===== src/rtl/cpu_ctrl_fsm_p_if.sv =====
// Control bundle between the CPU datapath and its control FSM.
// The datapath (master) supplies the instruction, flags and UART status; the FSM (slave) drives the controls.
interface cpu_ctrl_fsm_p_if;
    logic [15:0] instruction;
    logic [4:0]  flags;
    logic        tx_busy;
    logic        pc_en;
    logic        pc_rst;
    logic        pc_mux;
    logic        reg_rst;
    logic        r_en;
    logic        ls_cntl;
    logic        wb_mem_sel;
    logic        we;
    logic        ir_en;
    logic        enc_mux;
    logic [3:0]  enc_sel;
    logic        tx_reg_en;
    logic        tx_en;
    logic        tx_timeout;
    logic [3:0]  state_dbg;

    modport master (
        output instruction, flags, tx_busy,
        input  pc_en, pc_rst, pc_mux, reg_rst, r_en, ls_cntl, wb_mem_sel, we, ir_en,
               enc_mux, enc_sel, tx_reg_en, tx_en, tx_timeout, state_dbg
    );

    modport slave (
        input  instruction, flags, tx_busy,
        output pc_en, pc_rst, pc_mux, reg_rst, r_en, ls_cntl, wb_mem_sel, we, ir_en,
               enc_mux, enc_sel, tx_reg_en, tx_en, tx_timeout, state_dbg
    );
endinterface


===== src/rtl/cpu_ctrl_fsm_p.sv =====
// Multi-cycle control FSM for the 16-bit CPU with N encoder channels,
// configurable load wait-states and a transmit stall with timeout/skip. Outputs are Moore.
module cpu_ctrl_fsm_p #(
    parameter int NUM_ENC    = 2,
    parameter int LOAD_WAIT  = 0,
    parameter int TX_TIMEOUT = 255
) (
    input  logic            clk,
    input  logic            rst,
    cpu_ctrl_fsm_p_if.slave bus
);
    typedef enum logic [3:0] {
        S_STARTUP   = 4'd0,  S_FETCH     = 4'd1,  S_DECODE  = 4'd2,  S_ALU_WB  = 4'd3,
        S_STORE     = 4'd4,  S_LOAD_ADDR = 4'd5,  S_LOAD_WT = 4'd6,  S_LOAD_WB = 4'd7,
        S_BR_TAKE   = 4'd8,  S_ADV       = 4'd9,  S_CMP     = 4'd10, S_ENC_RD  = 4'd11,
        S_TX_WAIT   = 4'd12, S_TX_LOAD   = 4'd13, S_TX_FIRE = 4'd14, S_TX_SKIP = 4'd15
    } state_t;

    localparam logic [2:0] LD_LAST = (LOAD_WAIT  == 0) ? 3'd0 : 3'(LOAD_WAIT - 1);
    localparam logic [7:0] TX_LAST = (TX_TIMEOUT == 0) ? 8'd0 : 8'(TX_TIMEOUT - 1);

    state_t     state, state_nxt;
    logic [2:0] ld_cnt;
    logic [7:0] tx_cnt;
    logic [3:0] ch_q;

    logic [3:0] op, cond, ext, ch;
    logic       z, n, br_taken, ch_ok;
    logic       unused_flags;

    assign op   = bus.instruction[15:12];
    assign cond = bus.instruction[11:8];
    assign ext  = bus.instruction[7:4];
    assign ch   = bus.instruction[3:0];
    assign z    = bus.flags[3];
    assign n    = bus.flags[1];
    assign unused_flags = ^{bus.flags[4], bus.flags[2], bus.flags[0]};

    assign br_taken = (cond == 4'b0000 &&  z) ||
                      (cond == 4'b0001 && !z) ||
                      (cond == 4'b1100 && !z && n) ||
                      (cond == 4'b1110);
    assign ch_ok    = ({1'b0, ch} < 5'(NUM_ENC));

    // Counters run only while in their wait state, so entering it always starts from zero.
    always_ff @(posedge clk or posedge rst) begin
        if (rst) begin
            state  <= S_STARTUP;
            ld_cnt <= '0;
            tx_cnt <= '0;
            ch_q   <= '0;
        end else begin
            state  <= state_nxt;
            ld_cnt <= (state == S_LOAD_WT) ? ld_cnt + 3'd1 : 3'd0;
            tx_cnt <= (state == S_TX_WAIT) ? tx_cnt + 8'd1 : 8'd0;
            if (state == S_DECODE)
                ch_q <= ch;
        end
    end

    always_comb begin
        state_nxt      = state;
        bus.pc_en      = 1'b0;
        bus.pc_rst     = 1'b0;
        bus.pc_mux     = 1'b0;
        bus.reg_rst    = 1'b0;
        bus.r_en       = 1'b0;
        bus.ls_cntl    = 1'b1;
        bus.wb_mem_sel = 1'b0;
        bus.we         = 1'b0;
        bus.ir_en      = 1'b0;
        bus.enc_mux    = 1'b0;
        bus.enc_sel    = 4'd0;
        bus.tx_reg_en  = 1'b0;
        bus.tx_en      = 1'b0;
        bus.tx_timeout = 1'b0;

        unique case (state)
            S_STARTUP: begin
                bus.pc_rst  = 1'b1;
                bus.reg_rst = 1'b1;
                bus.ls_cntl = 1'b0;
                state_nxt   = S_FETCH;
            end
            S_FETCH: state_nxt = S_DECODE;
            S_DECODE: begin
                bus.ir_en = 1'b1;
                if (op == 4'b0100 && ext == 4'b0000)
                    state_nxt = S_LOAD_ADDR;
                else if (op == 4'b0100 && ext == 4'b0100)
                    state_nxt = S_STORE;
                else if (op == 4'b1100)
                    state_nxt = br_taken ? S_BR_TAKE : S_ADV;
                else if ((op == 4'b0000 && ext == 4'b1011) || op == 4'b1011)
                    state_nxt = S_CMP;
                else if (op == 4'b1000 && ext == 4'b1100)
                    state_nxt = ch_ok ? S_ENC_RD : S_ADV;
                else if (op == 4'b1000 && ext == 4'b1111)
                    state_nxt = bus.tx_busy ? S_TX_WAIT : S_TX_LOAD;
                else
                    state_nxt = S_ALU_WB;
            end
            S_ALU_WB: begin
                bus.pc_en = 1'b1;
                bus.r_en  = 1'b1;
                state_nxt = S_FETCH;
            end
            S_STORE: begin
                bus.pc_en   = 1'b1;
                bus.we      = 1'b1;
                bus.ls_cntl = 1'b0;
                state_nxt   = S_FETCH;
            end
            S_LOAD_ADDR: begin
                bus.ls_cntl = 1'b0;
                state_nxt   = (LOAD_WAIT == 0) ? S_LOAD_WB : S_LOAD_WT;
            end
            S_LOAD_WT: begin
                bus.ls_cntl = 1'b0;
                if (ld_cnt == LD_LAST)
                    state_nxt = S_LOAD_WB;
            end
            S_LOAD_WB: begin
                bus.pc_en      = 1'b1;
                bus.r_en       = 1'b1;
                bus.wb_mem_sel = 1'b1;
                bus.ls_cntl    = 1'b0;
                state_nxt      = S_FETCH;
            end
            S_BR_TAKE: begin
                bus.pc_en  = 1'b1;
                bus.pc_mux = 1'b1;
                state_nxt  = S_FETCH;
            end
            S_ADV, S_CMP: begin
                bus.pc_en = 1'b1;
                state_nxt = S_FETCH;
            end
            S_ENC_RD: begin
                bus.pc_en   = 1'b1;
                bus.r_en    = 1'b1;
                bus.enc_mux = 1'b1;
                bus.enc_sel = ch_q;
                state_nxt   = S_FETCH;
            end
            // A released transmitter wins over a timeout landing in the same cycle.
            S_TX_WAIT: begin
                if (!bus.tx_busy)
                    state_nxt = S_TX_LOAD;
                else if (TX_TIMEOUT != 0 && tx_cnt == TX_LAST)
                    state_nxt = S_TX_SKIP;
            end
            S_TX_LOAD: begin
                bus.tx_reg_en = 1'b1;
                state_nxt     = S_TX_FIRE;
            end
            S_TX_FIRE: begin
                bus.pc_en = 1'b1;
                bus.tx_en = 1'b1;
                state_nxt = S_FETCH;
            end
            S_TX_SKIP: begin
                bus.pc_en      = 1'b1;
                bus.tx_timeout = 1'b1;
                state_nxt      = S_FETCH;
            end
            default: state_nxt = S_STARTUP;
        endcase
    end

    assign bus.state_dbg = state;
endmodule


===== src/flat_wrapper.sv =====
// flat-port wrapper written by rule: the top's interface ports become plain ports
module cpu_ctrl_fsm_p_flat 
#(
    parameter int NUM_ENC    = 2,
    parameter int LOAD_WAIT  = 0,
    parameter int TX_TIMEOUT = 255
)
  (clk, rst, bus_instruction, bus_flags, bus_tx_busy, bus_pc_en, bus_pc_rst, bus_pc_mux, bus_reg_rst, bus_r_en, bus_ls_cntl, bus_wb_mem_sel, bus_we, bus_ir_en, bus_enc_mux, bus_enc_sel, bus_tx_reg_en, bus_tx_en, bus_tx_timeout, bus_state_dbg);
  cpu_ctrl_fsm_p_if bus_i ();
  input  logic clk;
  input  logic rst;
  input wire logic [$bits(bus_i.instruction)-1:0] bus_instruction;
  input wire logic [$bits(bus_i.flags)-1:0] bus_flags;
  input wire logic [$bits(bus_i.tx_busy)-1:0] bus_tx_busy;
  output wire logic [$bits(bus_i.pc_en)-1:0] bus_pc_en;
  output wire logic [$bits(bus_i.pc_rst)-1:0] bus_pc_rst;
  output wire logic [$bits(bus_i.pc_mux)-1:0] bus_pc_mux;
  output wire logic [$bits(bus_i.reg_rst)-1:0] bus_reg_rst;
  output wire logic [$bits(bus_i.r_en)-1:0] bus_r_en;
  output wire logic [$bits(bus_i.ls_cntl)-1:0] bus_ls_cntl;
  output wire logic [$bits(bus_i.wb_mem_sel)-1:0] bus_wb_mem_sel;
  output wire logic [$bits(bus_i.we)-1:0] bus_we;
  output wire logic [$bits(bus_i.ir_en)-1:0] bus_ir_en;
  output wire logic [$bits(bus_i.enc_mux)-1:0] bus_enc_mux;
  output wire logic [$bits(bus_i.enc_sel)-1:0] bus_enc_sel;
  output wire logic [$bits(bus_i.tx_reg_en)-1:0] bus_tx_reg_en;
  output wire logic [$bits(bus_i.tx_en)-1:0] bus_tx_en;
  output wire logic [$bits(bus_i.tx_timeout)-1:0] bus_tx_timeout;
  output wire logic [$bits(bus_i.state_dbg)-1:0] bus_state_dbg;
  assign bus_i.instruction = bus_instruction;
  assign bus_i.flags = bus_flags;
  assign bus_i.tx_busy = bus_tx_busy;
  assign bus_pc_en = bus_i.pc_en;
  assign bus_pc_rst = bus_i.pc_rst;
  assign bus_pc_mux = bus_i.pc_mux;
  assign bus_reg_rst = bus_i.reg_rst;
  assign bus_r_en = bus_i.r_en;
  assign bus_ls_cntl = bus_i.ls_cntl;
  assign bus_wb_mem_sel = bus_i.wb_mem_sel;
  assign bus_we = bus_i.we;
  assign bus_ir_en = bus_i.ir_en;
  assign bus_enc_mux = bus_i.enc_mux;
  assign bus_enc_sel = bus_i.enc_sel;
  assign bus_tx_reg_en = bus_i.tx_reg_en;
  assign bus_tx_en = bus_i.tx_en;
  assign bus_tx_timeout = bus_i.tx_timeout;
  assign bus_state_dbg = bus_i.state_dbg;
  cpu_ctrl_fsm_p #(.NUM_ENC(NUM_ENC), .LOAD_WAIT(LOAD_WAIT), .TX_TIMEOUT(TX_TIMEOUT)) u_core (.clk(clk), .rst(rst), .bus(bus_i));
endmodule

===== config.mk =====
export PLATFORM = sky130hd
export DESIGN_NAME = cpu_ctrl_fsm_p_flat
export DESIGN_NICKNAME = d
export VERILOG_FILES = /design/src/rtl/cpu_ctrl_fsm_p_if.sv /design/src/rtl/cpu_ctrl_fsm_p.sv /design/src/flat_wrapper.sv
export SDC_FILE = /design/constraint.sdc
export NUM_CORES = 1
export LEC_CHECK = 0
export ABC_AREA = 0
export BUFFER_PORTS_ARGS = -buffer_cell sky130_fd_sc_hd__buf_4
export CAP_MARGIN = 0
export CORE_MARGIN = 1
export CORE_UTILIZATION = 55
export CTS_BUF_LIST = sky130_fd_sc_hd__clkbuf_4 sky130_fd_sc_hd__clkbuf_8
export DETAILED_ROUTE_END_ITERATION = 12
export GPL_TIMING_DRIVEN = 0
export PLACE_DENSITY = 0.87
export SLEW_MARGIN = 5
export SYNTH_ARGS = -nofsm -noshare
export SYNTH_HDL_FRONTEND = slang
export SYNTH_SLANG_ARGS = --single-unit
export TNS_END_PERCENT = 10

===== constraint.sdc =====
create_clock -name clk -period 1.95 [get_ports clk]
set_input_delay 0 -clock clk [delete_from_list [all_inputs] [get_ports clk]]
set_output_delay 0 -clock clk [all_outputs]
set_load 0.01 [all_outputs]

==> impl_metrics.json <==
{
  "grt_pass1_wl_mm": 5.58,
  "synth_top_area_cell": "dfrtp_1",
  "yosysMostFrequentCell": "dfrtp_1",
  "rows": 16,
  "tightestPinTransition_ns": 0.733,
  "grt_max_degree": 20,
  "synth_top_flop_cell": "dfrtp_1",
  "diodes": 0,
  "fin_hold_ws_ns": 0.141,
  "worst_ep_arrival_time_ns": 1.86,
  "dieArea_mm2": 0.00244,
  "final_hold_viol_count": 0,
  "cts_num_sinks": 19,
  "async_reset_ff_share_pct": 100,
  "postPlaceCellArea_mm2": 0.00158,
  "fin_nets": 224,
  "port_buffers": 41,
  "cts_tree": "built",
  "vias": 1278,
  "worstHoldPathType": "in2reg",
  "grt_pass1_vias": 1217,
  "post_synth.cell_area_avg_um2": 8.58,
  "max_slew_margin_pct": 51.0,
  "clock.fmax_ghz": 0.538,
  "ios": 45,
  "power_density_mw_per_mm2": 831,
  "worstSetupPathType": "reg2out",
  "layout-drive-gt1-share_pct": 30.3,
  "crit_path_cell_trace": "buf_2, nor2b_1, nand2_2, inv_1, buf_4",
  "path_buf_inv": 3,
  "grt_overflow": 0,
  "clock_path_buffers": 2,
  "cts_setup_buffers": 0,
  "setup_tns_ns": 0,
  "wl_per_cell_um": 15.3,
  "core_area_mm2": 0.00204,
  "place.gp.congestion": 0.828,
  "ys_seq_area_share_pct": 38.5,
  "ir_drop_mv": 0.900,
  "cpPeakStageDelay_ns": 0.42,
  "slew_violations": 0,
  "start_util_pct": 60.5,
  "path_max_fanout": 10,
  "netlist_top_cells_area": "dfrtp_1 (38%), nand2_1 (5.5%), nor2_1 (5.2%)",
  "yosys.area.top_type_share_pct": 38.5,
  "cp-start-kind": "flip-flop",
  "cts-htree-levels": 1,
  "synth_edf_count": 0,
  "synth_fp_nets": 172,
  "synth_cell_types": 47,
  "required_ns": 1.95,
  "synth_common_cells": "dfrtp_1 (19), nand2_1 (18), nor2_1 (17)",
  "drt_iter0_markers": 34,
  "p_leak_nw": 0.813,
  "syn_area_mm2": 0.00124,
  "drc_errors": 0,
  "ys_warn_count": 0,
  "status": "finished clean",
  "syn_inst": 144,
  "die_height_um": 49.4,
  "syn_to_final_growth_pct": 34.8,
  "clk_latency_ns": 0.30,
  "final_cell_area_mm2": 0.00167,
  "first_pass_iters": 4,
  "antenna_left": 0,
  "period_needed_ns": 1.86,
  "cts_buffers": 3,
  "rsz0062_at_grt": "false",
  "end_kind": "primary output",
  "cts_root_buf": "clkbuf_4",
  "drt-total-wl_mm": 3.39,
  "finClkSkew_ns": 0.00220,
  "dieWidth_um": 49.4,
  "finalCritPeriodShare_pct": 95.4,
  "grt_usage_pct": 29.9,
  "clkTransAtPathRegs_ns": 0.11,
  "drv_cap": 0,
  "dp.final_hpwl_mm": 2.40,
  "path_delay_family": "buffers and inverters",
  "vias_per_cell": 5.76,
  "ys_ff_latch": 19,
  "rrSetupSlack_ns": 0.22,
  "setup_violations": 0,
  "slowest_stage": "dfrtp_1",
  "total_power_w": 0.00138,
  "antenna_found_initial": 0
}
per-stage QoR:
step | setup slack [ns] | util (%) | cells
after floorplan | 0.509 | - | 144
after global placement | 0.400 | 77.3 | 212
after global routing | 0.00878 | 81.6 | 222
after CTS | 0.122 | 81.6 | 222
after detailed placement | 0.337 | 77.3 | 212
final | 0.0896 | 81.6 | 222
final timing paths:
kind	from	end	cells past startpoint
min	bus_tx_busy	u_core.bus.state_dbg[1]	4
max	u_core.bus.state_dbg[0]	bus_ir_en	5
max reg2reg	u_core.bus.state_dbg[0]	u_core.bus.state_dbg[0]	7
min in group asynchronous	rst	u_core.tx_cnt[0]	3
min reg2reg	u_core.ch_q[1]	u_core.ch_q[1]	2
max in group asynchronous	rst	u_core.ld_cnt[2]	3
timing repair:
| action | in CTS | in global routing |
|---|---|---|
| endpoints found under the setup margin | 0 | 4 |
| resized for setup | 0 | 2 |
| endpoints found under the hold margin | 24 | 0 |
| hold buffers | 6 | 0 |
worst reg2reg max path, cell delays in order (launching register included):
cell and delay, ns:
dfrtp_1 0.42, buf_2 0.20, nor2b_1 0.31, nand2_2 0.21
inv_1 0.26, a31oi_1 0.08, nand3_1 0.10, o21ai_1 0.06
layer usage:
layer | part of all wire (%) | track usage, % | vias to the layer above
met5 | 0 | 0 | -
met4 | 1.3 | 6.19 | 0
met3 | 5.2 | 5.61 | 6
met2 | 51 | 53.4 | 62
met1 | 43 | 37.3 | 614
li1 | - | - | 596
placed cells by master (no fill, tap or decap), types with 3 or more instances in the layout:
master / instances
nand2_1: 18
and2_1: 4
buf_2: 3
inv_1: 7
dfrtp_1: 19
nor2_1: 17
buf_4: 42
nor2b_1: 5
ha_1: 4
o21ai_0: 4
nor3_1: 4
nand3_1: 5
dlygate4sd3_1: 6
xor2_1: 6
and3_1: 3
nand2b_1: 5
clkbuf_4: 3
xnor2_1: 3
flip-flops by register name (all words and copies together), names as in the netlist:
signal and cells:
u_core.ch_q 4, u_core.tx_cnt 8, u_core.bus.state_dbg 4, u_core.ld_cnt 3
report_power, final:
part           switching [W]  total (W)  leakage, nW  internal, W
clock network       0.000128   0.000204       0.0177    0.0000764
registers          0.0000415   0.000501        0.254     0.000460
logic               0.000369   0.000679        0.541     0.000310
total               0.000538    0.00138        0.813     0.000846
layout make-up:
type,count,area (um2)
Sequential cell,19,475
Timing Repair Buffer,47,368
Fill cell,141,375
Multi-Input combinational cell,112,704
Clock buffer,3,22.5
Tap cell,27,33.8
Clock inverter,1,5.00
Inverter,7,26.3
Buffer,6,31.3
logic make-up (layout without fill, tap and decap cells):
| logic type | count (synthesis) | in the layout | share of synthesized area [%] |
|---|---|---|---|
| AOI/OAI and AO/OA | 22 | 22 | 13.0 |
| xor gates and xnor gates | 9 | 9 | 6.38 |
| adders and majority gates | 4 | 4 | 4.05 |
| buffers and inverters | 13 | 64 | 4.56 |
| DFF | 19 | 19 | 38.5 |
| and+or+nand+nor | 77 | 77 | 33.6 |
Power figures use the tool's default switching activity.
